`config.mk`:
```
export PLATFORM = sky130hd
export DESIGN_NAME = dm_arbiter
export DESIGN_NICKNAME = d
export VERILOG_FILES = /design/src/rtl/dm_pkg.sv /design/src/rtl/rr_arb2.sv /design/src/rtl/dm_arbiter.sv
export SDC_FILE = /design/constraint.sdc
export NUM_CORES = 1
export LEC_CHECK = 0
export ABC_AREA = 0
export BUFFER_PORTS_ARGS = -buffer_cell sky130_fd_sc_hd__buf_2
export CAP_MARGIN = 10
export CORE_AREA = 2 2 119 121
export DETAILED_ROUTE_END_ITERATION = 10
export DIE_AREA = 0 0 121 123
export RECOVER_POWER = 25
export SLEW_MARGIN = 20
export SYNTH_ARGS = -nofsm -noshare
export SYNTH_HDL_FRONTEND = slang
export SYNTH_SLANG_ARGS = --single-unit
```
`constraint.sdc`:
```
create_clock -name clk_i -period 4.4 [get_ports clk_i]
set_clock_uncertainty 0.1 [all_clocks]
set_input_delay 0.88 -clock clk_i [delete_from_list [all_inputs] [get_ports clk_i]]
set_output_delay 0.88 -clock clk_i [all_outputs]
set_load 0.005 [all_outputs]
```
`src/rtl/dm_pkg.sv`:
```
// Shared constants, FSM encoding and the address-window check for the
// data-memory arbiter.
package dm_pkg;

    localparam logic [31:0] DM_BASE = 32'h6600_0000;
    localparam logic [31:0] DM_LAST = 32'h6600_00FC;

    localparam int P_CORE = 0;
    localparam int P_DBG  = 1;

    typedef enum logic {
        ST_IDLE  = 1'b0,
        ST_OWNED = 1'b1
    } state_t;

    // A word access is legal only when it lies inside the DM window and is word aligned.
    function automatic logic addr_legal(input logic [31:0] addr,
                                        input logic [31:0] base,
                                        input logic [31:0] last);
        return (addr >= base) && (addr <= last) && (addr[1:0] == 2'b00);
    endfunction

endpackage

```
`src/rtl/rr_arb2.sv`:
```
// Two-way round-robin picker; when a lock is active only the owner can win.
module rr_arb2 (
    input  logic [1:0] valid,
    input  logic       rr,
    input  logic       lock_en,
    input  logic       lock_owner,
    output logic [1:0] grant
);

    always_comb begin
        grant = 2'b00;
        if (lock_en) begin
            grant[lock_owner] = valid[lock_owner];
        end else if (valid == 2'b11) begin
            grant[rr] = 1'b1;
        end else begin
            grant = valid;
        end
    end

endmodule

```
`src/rtl/dm_arbiter.sv`:
```
// Two-port arbiter in front of the single-port data memory: round-robin grant,
// locked bursts with an idle watchdog, and a registered one-cycle response.
module dm_arbiter
    import dm_pkg::*;
#(
    parameter logic [31:0] ADDR_BASE = DM_BASE,
    parameter logic [31:0] ADDR_LAST = DM_LAST,
    parameter int          MAX_IDLE  = 8,
    parameter int          CNT_W     = 4
) (
    input  logic        clk_i,
    input  logic        rstn_i,

    input  logic        req0_valid_i,
    output logic        req0_ready_o,
    input  logic [31:0] req0_addr_i,
    input  logic [31:0] req0_wd_i,
    input  logic        req0_we_i,
    input  logic        req0_lock_i,
    output logic        rsp0_valid_o,
    output logic [31:0] rsp0_rdata_o,
    output logic        rsp0_err_o,

    input  logic        req1_valid_i,
    output logic        req1_ready_o,
    input  logic [31:0] req1_addr_i,
    input  logic [31:0] req1_wd_i,
    input  logic        req1_we_i,
    input  logic        req1_lock_i,
    output logic        rsp1_valid_o,
    output logic [31:0] rsp1_rdata_o,
    output logic        rsp1_err_o,

    output logic        lock_to_o,

    output logic [31:0] mem_addr_o,
    output logic [31:0] mem_wd_o,
    output logic        mem_we_o,
    input  logic [31:0] mem_rd_i
);

    state_t           state_q, state_d;
    logic             owner_q, owner_d;
    logic             rr_q, rr_d;
    logic [CNT_W-1:0] cnt_q, cnt_d;
    logic             lock_to_q, lock_to_d;

    logic [1:0]       rsp_valid_q;
    logic [31:0]      rsp_rdata_q;
    logic             rsp_err_q;

    logic [1:0]       valid;
    logic [1:0]       grant;
    logic             accept;
    logic             win;
    logic [31:0]      win_addr;
    logic [31:0]      win_wd;
    logic             win_we;
    logic             win_lock;
    logic             win_legal;

    assign valid = {req1_valid_i, req0_valid_i};

    rr_arb2 u_pick (
        .valid      (valid),
        .rr         (rr_q),
        .lock_en    (state_q == ST_OWNED),
        .lock_owner (owner_q),
        .grant      (grant)
    );

    assign req0_ready_o = grant[P_CORE];
    assign req1_ready_o = grant[P_DBG];
    assign accept       = |grant;
    assign win          = grant[P_DBG];

    assign win_addr  = win ? req1_addr_i : req0_addr_i;
    assign win_wd    = win ? req1_wd_i   : req0_wd_i;
    assign win_we    = win ? req1_we_i   : req0_we_i;
    assign win_lock  = win ? req1_lock_i : req0_lock_i;
    assign win_legal = addr_legal(win_addr, ADDR_BASE, ADDR_LAST);

    // Memory bus is forced to zero whenever nothing is accepted.
    assign mem_addr_o = accept ? win_addr : 32'h0;
    assign mem_wd_o   = accept ? win_wd   : 32'h0;
    assign mem_we_o   = accept && win_we && win_legal;

    always_comb begin
        state_d   = state_q;
        owner_d   = owner_q;
        rr_d      = rr_q;
        cnt_d     = cnt_q;
        lock_to_d = 1'b0;
        case (state_q)
            ST_IDLE: begin
                if (accept) begin
                    rr_d = ~win;
                    if (win_lock) begin
                        state_d = ST_OWNED;
                        owner_d = win;
                        cnt_d   = '0;
                    end
                end
            end
            ST_OWNED: begin
                // Only the owner can be granted here, so accept means owner valid.
                if (accept) begin
                    cnt_d = '0;
                    if (!win_lock) begin
                        state_d = ST_IDLE;
                        rr_d    = ~owner_q;
                    end
                end else if (cnt_q == CNT_W'(MAX_IDLE - 1)) begin
                    state_d   = ST_IDLE;
                    rr_d      = ~owner_q;
                    cnt_d     = '0;
                    lock_to_d = 1'b1;
                end else begin
                    cnt_d = cnt_q + CNT_W'(1);
                end
            end
            default: state_d = ST_IDLE;
        endcase
    end

    always_ff @(posedge clk_i or negedge rstn_i) begin
        if (!rstn_i) begin
            state_q   <= ST_IDLE;
            owner_q   <= 1'b0;
            rr_q      <= 1'b0;
            cnt_q     <= '0;
            lock_to_q <= 1'b0;
        end else begin
            state_q   <= state_d;
            owner_q   <= owner_d;
            rr_q      <= rr_d;
            cnt_q     <= cnt_d;
            lock_to_q <= lock_to_d;
        end
    end

    always_ff @(posedge clk_i or negedge rstn_i) begin
        if (!rstn_i) begin
            rsp_valid_q <= 2'b00;
            rsp_rdata_q <= 32'h0;
            rsp_err_q   <= 1'b0;
        end else begin
            rsp_valid_q <= grant;
            rsp_rdata_q <= (accept && win_legal && !win_we) ? mem_rd_i : 32'h0;
            rsp_err_q   <= accept && !win_legal;
        end
    end

    assign lock_to_o    = lock_to_q;
    assign rsp0_valid_o = rsp_valid_q[P_CORE];
    assign rsp0_rdata_o = rsp_valid_q[P_CORE] ? rsp_rdata_q : 32'h0;
    assign rsp0_err_o   = rsp_valid_q[P_CORE] && rsp_err_q;
    assign rsp1_valid_o = rsp_valid_q[P_DBG];
    assign rsp1_rdata_o = rsp_valid_q[P_DBG] ? rsp_rdata_q : 32'h0;
    assign rsp1_err_o   = rsp_valid_q[P_DBG] && rsp_err_q;

endmodule

```
**Yosys cells after proc, flatten, opt, wreduce, memory -nomap -nowiden**

Index checks and enable logic that the tools add are counted.

- Magnitude comparators: 6
- $mul: 0
- Add/subtract/negate cells: 1
- Div/mod/pow operators: 0
- Reductions and logical operators: 18
- Bitwise gates (word level): 4
- Equal/unequal tests: 6
- Mux-type cells: 35
- Shift operators: 0

Operator list:

| kind | number |
|---|---|
| $mux 32 | 7 |
| $ge 32x31->1 const B | 1 |
| $le 32x31->1 const B | 1 |
| $mux 1 | 17 |
| $mux 4 | 4 |
| $logic_and 1x1->1 | 11 |
| $pmux 4 s2 | 1 |
| $reduce_and 3->1 | 2 |
| $add 4x1->4 const B | 1 |
| $eq 4x3->1 const B | 1 |
| $lt 1x2->1 const B | 2 |
| $mux 2 | 2 |
| $ne 2x2->1 const B | 2 |
| $pmux 1 s2 | 2 |
| $ne 3x1->1 const B | 1 |
| $ne 3x3->1 const B | 1 |
| $not 1->1 | 3 |
| $and 2x2->2 | 1 |
| $demux 1 s1 | 2 |
| $eq 2x2->1 const B | 1 |
| $ge 1x1->1 const B | 2 |
| $logic_not 1->1 | 2 |
| $logic_not 2->1 | 1 |
| $reduce_and 2->1 | 1 |
| $reduce_or 2->1 | 1 |

- Output and inout port bits: 136
- Input port bits: 168
- Latch bits: 0
- Memories kept: 0
- Bits in read-only memories: 0
- Logic and storage cells: 78
- Memory bits (writable): 0
- Register bits after elaboration: 43

**Logic depth before layout (Yosys ltp)**

- Depth after elaboration: 13
- Depth in mapped cells: 7
- Depth with buffers taken out: 6

**Cells and area by module**

From an unflattened synthesis, not the netlist that was laid out.

- Cell total of the unflattened synthesis: 479
- Area total of the unflattened synthesis: 3372.0 µm²

By module, submodules not included:

| module | area each (µm²) | cells each | instances |
|---|---|---|---|
| dm_arbiter | 3335.7 | 474 | 1 |
| rr_arb2 | 36.3 | 5 | 1 |

**Least setup slack after synthesis**

No wires, ideal clock.

- Kind: input-to-output
- From: input req1_addr_i[10]
- To: output mem_we_o
- Cell stages on the path: 6
- Arrival: 2.432 ns
- Setup slack: 0.988 ns
- Required time: 3.420 ns
- Buffers on the path: 1
- Path through: nor4_1 > nand3_1 > a2111oi_0 > a2bb2oi_4 > buf_6 > nor3b_2

- Cells in the longest elaborated chain, start to end: 5

Ends and longest elaborated chain:

| what | RTL line | text |
|---|---|---|
| start: declaration | dm_arbiter.sv:26 | `input logic [31:0] req1_addr_i,` |
| $mux 32 * | dm_arbiter.sv:77 | `assign win_addr = win ? req1_addr_i : req0_addr_i;` |
| $ge 32x31->1 / $le 32x31->1 (equally long branches) | dm_pkg.sv:20 | `return (addr >= base) && (addr <= last) && (addr[1:0] == 2'b00);` |
| $logic_and 1x1->1 * (2 in series) | dm_pkg.sv:20 |  |
| $logic_and 1x1->1 * | dm_arbiter.sv:86 | `assign mem_we_o = accept && win_we && win_legal;` |
| end: declaration | dm_arbiter.sv:38 | `output logic mem_we_o,` |

Every way passes the cells marked *; elsewhere a longest branch is shown, timed or not.

**Worst setup path after layout**

- From: input req0_valid_i
- To: output mem_we_o

- Cells in the longest elaborated chain, start to end: 9

Ends and longest elaborated chain:

| what | RTL line | text |
|---|---|---|
| start: declaration | dm_arbiter.sv:14 | `input logic req0_valid_i,` |
| $mux 1 (not written as such) (2 in series) | rr_arb2.sv:13 | `grant[lock_owner] = valid[lock_owner];` |
| $and 2x2->2 (no source line) | n/a |  |
| $mux 2 * | rr_arb2.sv:12 | `if (lock_en) begin` |
| $mux 32 | dm_arbiter.sv:77 |  |
| $ge 32x31->1 / $le 32x31->1 (equally long branches) | dm_pkg.sv:20 |  |
| $logic_and 1x1->1 (2 in series) | dm_pkg.sv:20 |  |
| $logic_and 1x1->1 * | dm_arbiter.sv:86 |  |

Every way passes the cells marked *; elsewhere a longest branch is shown, timed or not. The select of a mux whose other input is x is not followed.

==> impl_metrics.env <==
export IMPL_grt_pass1_vias=3821
export IMPL_port_buffers=303
export IMPL_synth_seq_cells=43
export IMPL_fp_dieH_microns=123
export IMPL_dpl_cell_area_sq_um=4980
export IMPL_syn_nets=629
export IMPL_first_pass_iters=4
export IMPL_avgViaCountPerCell=4.66
export IMPL_yosysSeqAreaShare_pct=32.4
export IMPL_r2r_slack_ps=1670
export IMPL_ir_drop_v=0.000152
export IMPL_grt_ovfl_total=0
export IMPL_violations="max-capacitance violations, max-slew violations"
export IMPL_rsz0062_at_grt="false"
export IMPL_fin_area_sq_um=5170
export IMPL_fin_util_pct=38.0
export IMPL_worstHoldStart="cnt_q[3]$_DFFE_PN0P_"
export IMPL_final_cell_mix="buf_2, nand2_1, a21oi_1"
export IMPL_finalCritPeriodShare_pct=89.8
export IMPL_intPower_uw=1160
export IMPL_status="finished, violations left"
export IMPL_cts_buffers=5
export IMPL_die_area_sq_um=14900
export IMPL_clkPwrFrac_pct=23.8
export IMPL_dp_hpwl_microns=10800
export IMPL_power_leakage_uw=0.00295
export IMPL_tightestPinTransition_ps=2320
export IMPL_hp_class="flip-flop to flip-flop"
export IMPL_fin_crit_ps=3950
export IMPL_power_frac_seq_pct=25.6
export IMPL_required_ps=3420
export IMPL_p_per_area_nw_per_um2=389
export IMPL_grt_usage_pct=17.2
export IMPL_clk_latency_ps=290
export IMPL_final_nets=909
export IMPL_setup_viol=0
export IMPL_post_cts_buffers=0
export IMPL_reg2reg_from="state_q$_DFF_PN0_"
export IMPL_clk_pin_slew_ps=60
export IMPL_worstHoldEndpoint="cnt_q[3]$_DFFE_PN0P_"
export IMPL_drive_above_1_share_pct=44.1
export IMPL_clock_sinks=43
export IMPL_cts_tree="yes"
export IMPL_initial_core_util_pct=24.4
export IMPL_slew_headroom_pct=-54.5
export IMPL_layout_commonest_cell="buf_2"
export IMPL_yosys_area_top_type="dfrtp_1"
export IMPL_wire_per_inst_microns=14.7
export IMPL_power_frac_comb_pct=50.6
export IMPL_netlist_instances=460
export IMPL_drc=0
export IMPL_crit_type="input pin to primary output"
export IMPL_drtAntennaViolNets=0
export IMPL_synthTopCellsByArea="dfrtp_1, nand2_1, and2_1"
export IMPL_grt_pass1_wl_microns=20400
export IMPL_drv_cap=1
export IMPL_worstPathMaxFanout=43
export IMPL_p_switching_uw=846
export IMPL_switching_share_pct=42.1
export IMPL_synth_flop_cell="dfrtp_1"
export IMPL_core_area_sq_um=13600
export IMPL_cts_root_buf="clkbuf_16"
export IMPL_place_congestion=0.857
export IMPL_reg2reg_to="rsp_rdata_q[27]$_DFF_PN0_"
export IMPL_yosysTopAreaCellShare_pct=32.4
export IMPL_min_path_cells=1
export IMPL_drt_total_wl_microns=13600
export IMPL_end_kind="primary output"
export IMPL_cp_arrival_ps=2970
export IMPL_hold_viol=0
export IMPL_ioPinCount=304
export IMPL_die_w_microns=121
export IMPL_synth_area_sq_um=3330
export IMPL_area_delta_synth_final_pct=55.3
export IMPL_ctsHtreeMaxLevel=2
export IMPL_start_kind="input pin"
export IMPL_clk_path_buf_depth=2
export IMPL_syn_area_per_cell_sq_um=7.23
export IMPL_fillers=1465
export IMPL_yosysWarnings=0
export IMPL_clock_fmax_ghz=0.253
export IMPL_grt_start_max_net_pins=47
export IMPL_synth_edf_count=0
export IMPL_antenna_found_initial=2
export IMPL_vias=4292
export IMPL_slew_violations=44
export IMPL_r2r_cells=8
export IMPL_cts_resized=0
export IMPL_async_flop_share_pct=100
export IMPL_dr_first_iter_drc_count=172
export IMPL_placement_rows=43
export IMPL_synth_distinct_cells=40
export IMPL_cts_hold_fix_buffers=0
export IMPL_tns_ps=0
## worst max path at each step
stage                    start       end  slack [ps]  cells after the start
4_1_cts           req0_valid_i  mem_we_o         450                      9
3_3_place_gp      req0_valid_i  mem_we_o         500                      9
2_1_floorplan  req1_addr_i[10]  mem_we_o         990                      6
3_5_place_dp      req0_valid_i  mem_we_o         450                      9
5_1_grt           req0_valid_i  mem_we_o         260                      9
6_report          req0_valid_i  mem_we_o         450                      9
## logic make-up after synthesis
group,after synthesis,synth area share [%]
AO/OA/AOI/OAI,94,17.1
adder cells (fa/ha/maj),1,0.376
buffers and inverters,44,5.64
flip-flops,43,32.4
multiplexers,2,0.602
AND/OR/NAND/NOR,276,43.9
## registers in the layout, summed over array words and instances (netlist names)
name / cells
rsp_rdata_q: 32
cnt_q: 4
rsp_valid_q: 2
lock_to_o: 1
owner_q: 1
rr_q: 1
rsp_err_q: 1
state_q: 1
## metrics by stage
stage | power [uW] | std cells | hold WS [ps] | setup slack (ps)
2_1_floorplan | 1080 | 460 | 358 | 988
3_3_place_gp | 1550 | 913 | 394 | 505
3_5_place_dp | 1550 | 913 | 408 | 451
4_1_cts | 2030 | 921 | 417 | 445
5_1_grt | 2180 | 921 | 453 | 256
6_report | 2010 | 922 | 415 | 447
## cell usage after synthesis, types with 2 or more instances
cell	n
a31oi_1	5
nor3_1	4
buf_6	3
buf_1	8
clkbuf_1	27
a21o_1	3
nand3_1	8
and2_1	66
o22ai_1	2
or2_2	2
a31o_2	2
nor2_1	9
inv_1	5
mux2i_1	2
and4_1	34
nand4_1	3
o211ai_1	2
nand2_1	137
nor4_1	6
dfrtp_1	43
a21oi_1	68
o21ai_0	3
## metal layers
metal  GRT usage, %  vias to the layer above  share of wire (%)
li1               -                     2141                  -
met5              0                        -              0.096
met3           3.32                       16                8.1
met4           4.65                        2                1.4
met1           21.1                     1933                 41
met2           30.9                      200                 49
## cell type report
class,count,area [sq um],area share (%)
inverter,6,22.5,0.436
tap,180,225,4.36
clock inverter,2,60.1,1.16
multi-input combinational,373,2080,40.3
sequential,43,1080,20.8
timing repair buffer,311,1570,30.4
clock buffer,6,129,2.49
antenna,1,2.50,0.0484
## power groups by stage
stage / Sequential [uW] / Clock (uW) / Combinational (uW)
after floorplan: 464 / 0 / 620
after global placement: 521 / 0 / 1030
after detailed placement: 522 / 0 / 1030
after CTS: 515 / 483 / 1030
after global routing: 526 / 506 / 1150
final: 514 / 478 / 1020
## critical path, cell delays in order
cell	delay, ps
clkbuf_1	190
or3b_4	320
nand3_4	180
inv_2	150
buf_4	420
o211ai_1	230
a2bb2oi_4	200
nor3b_2	240
buf_2	150
(Power assumes the default switching activity.)
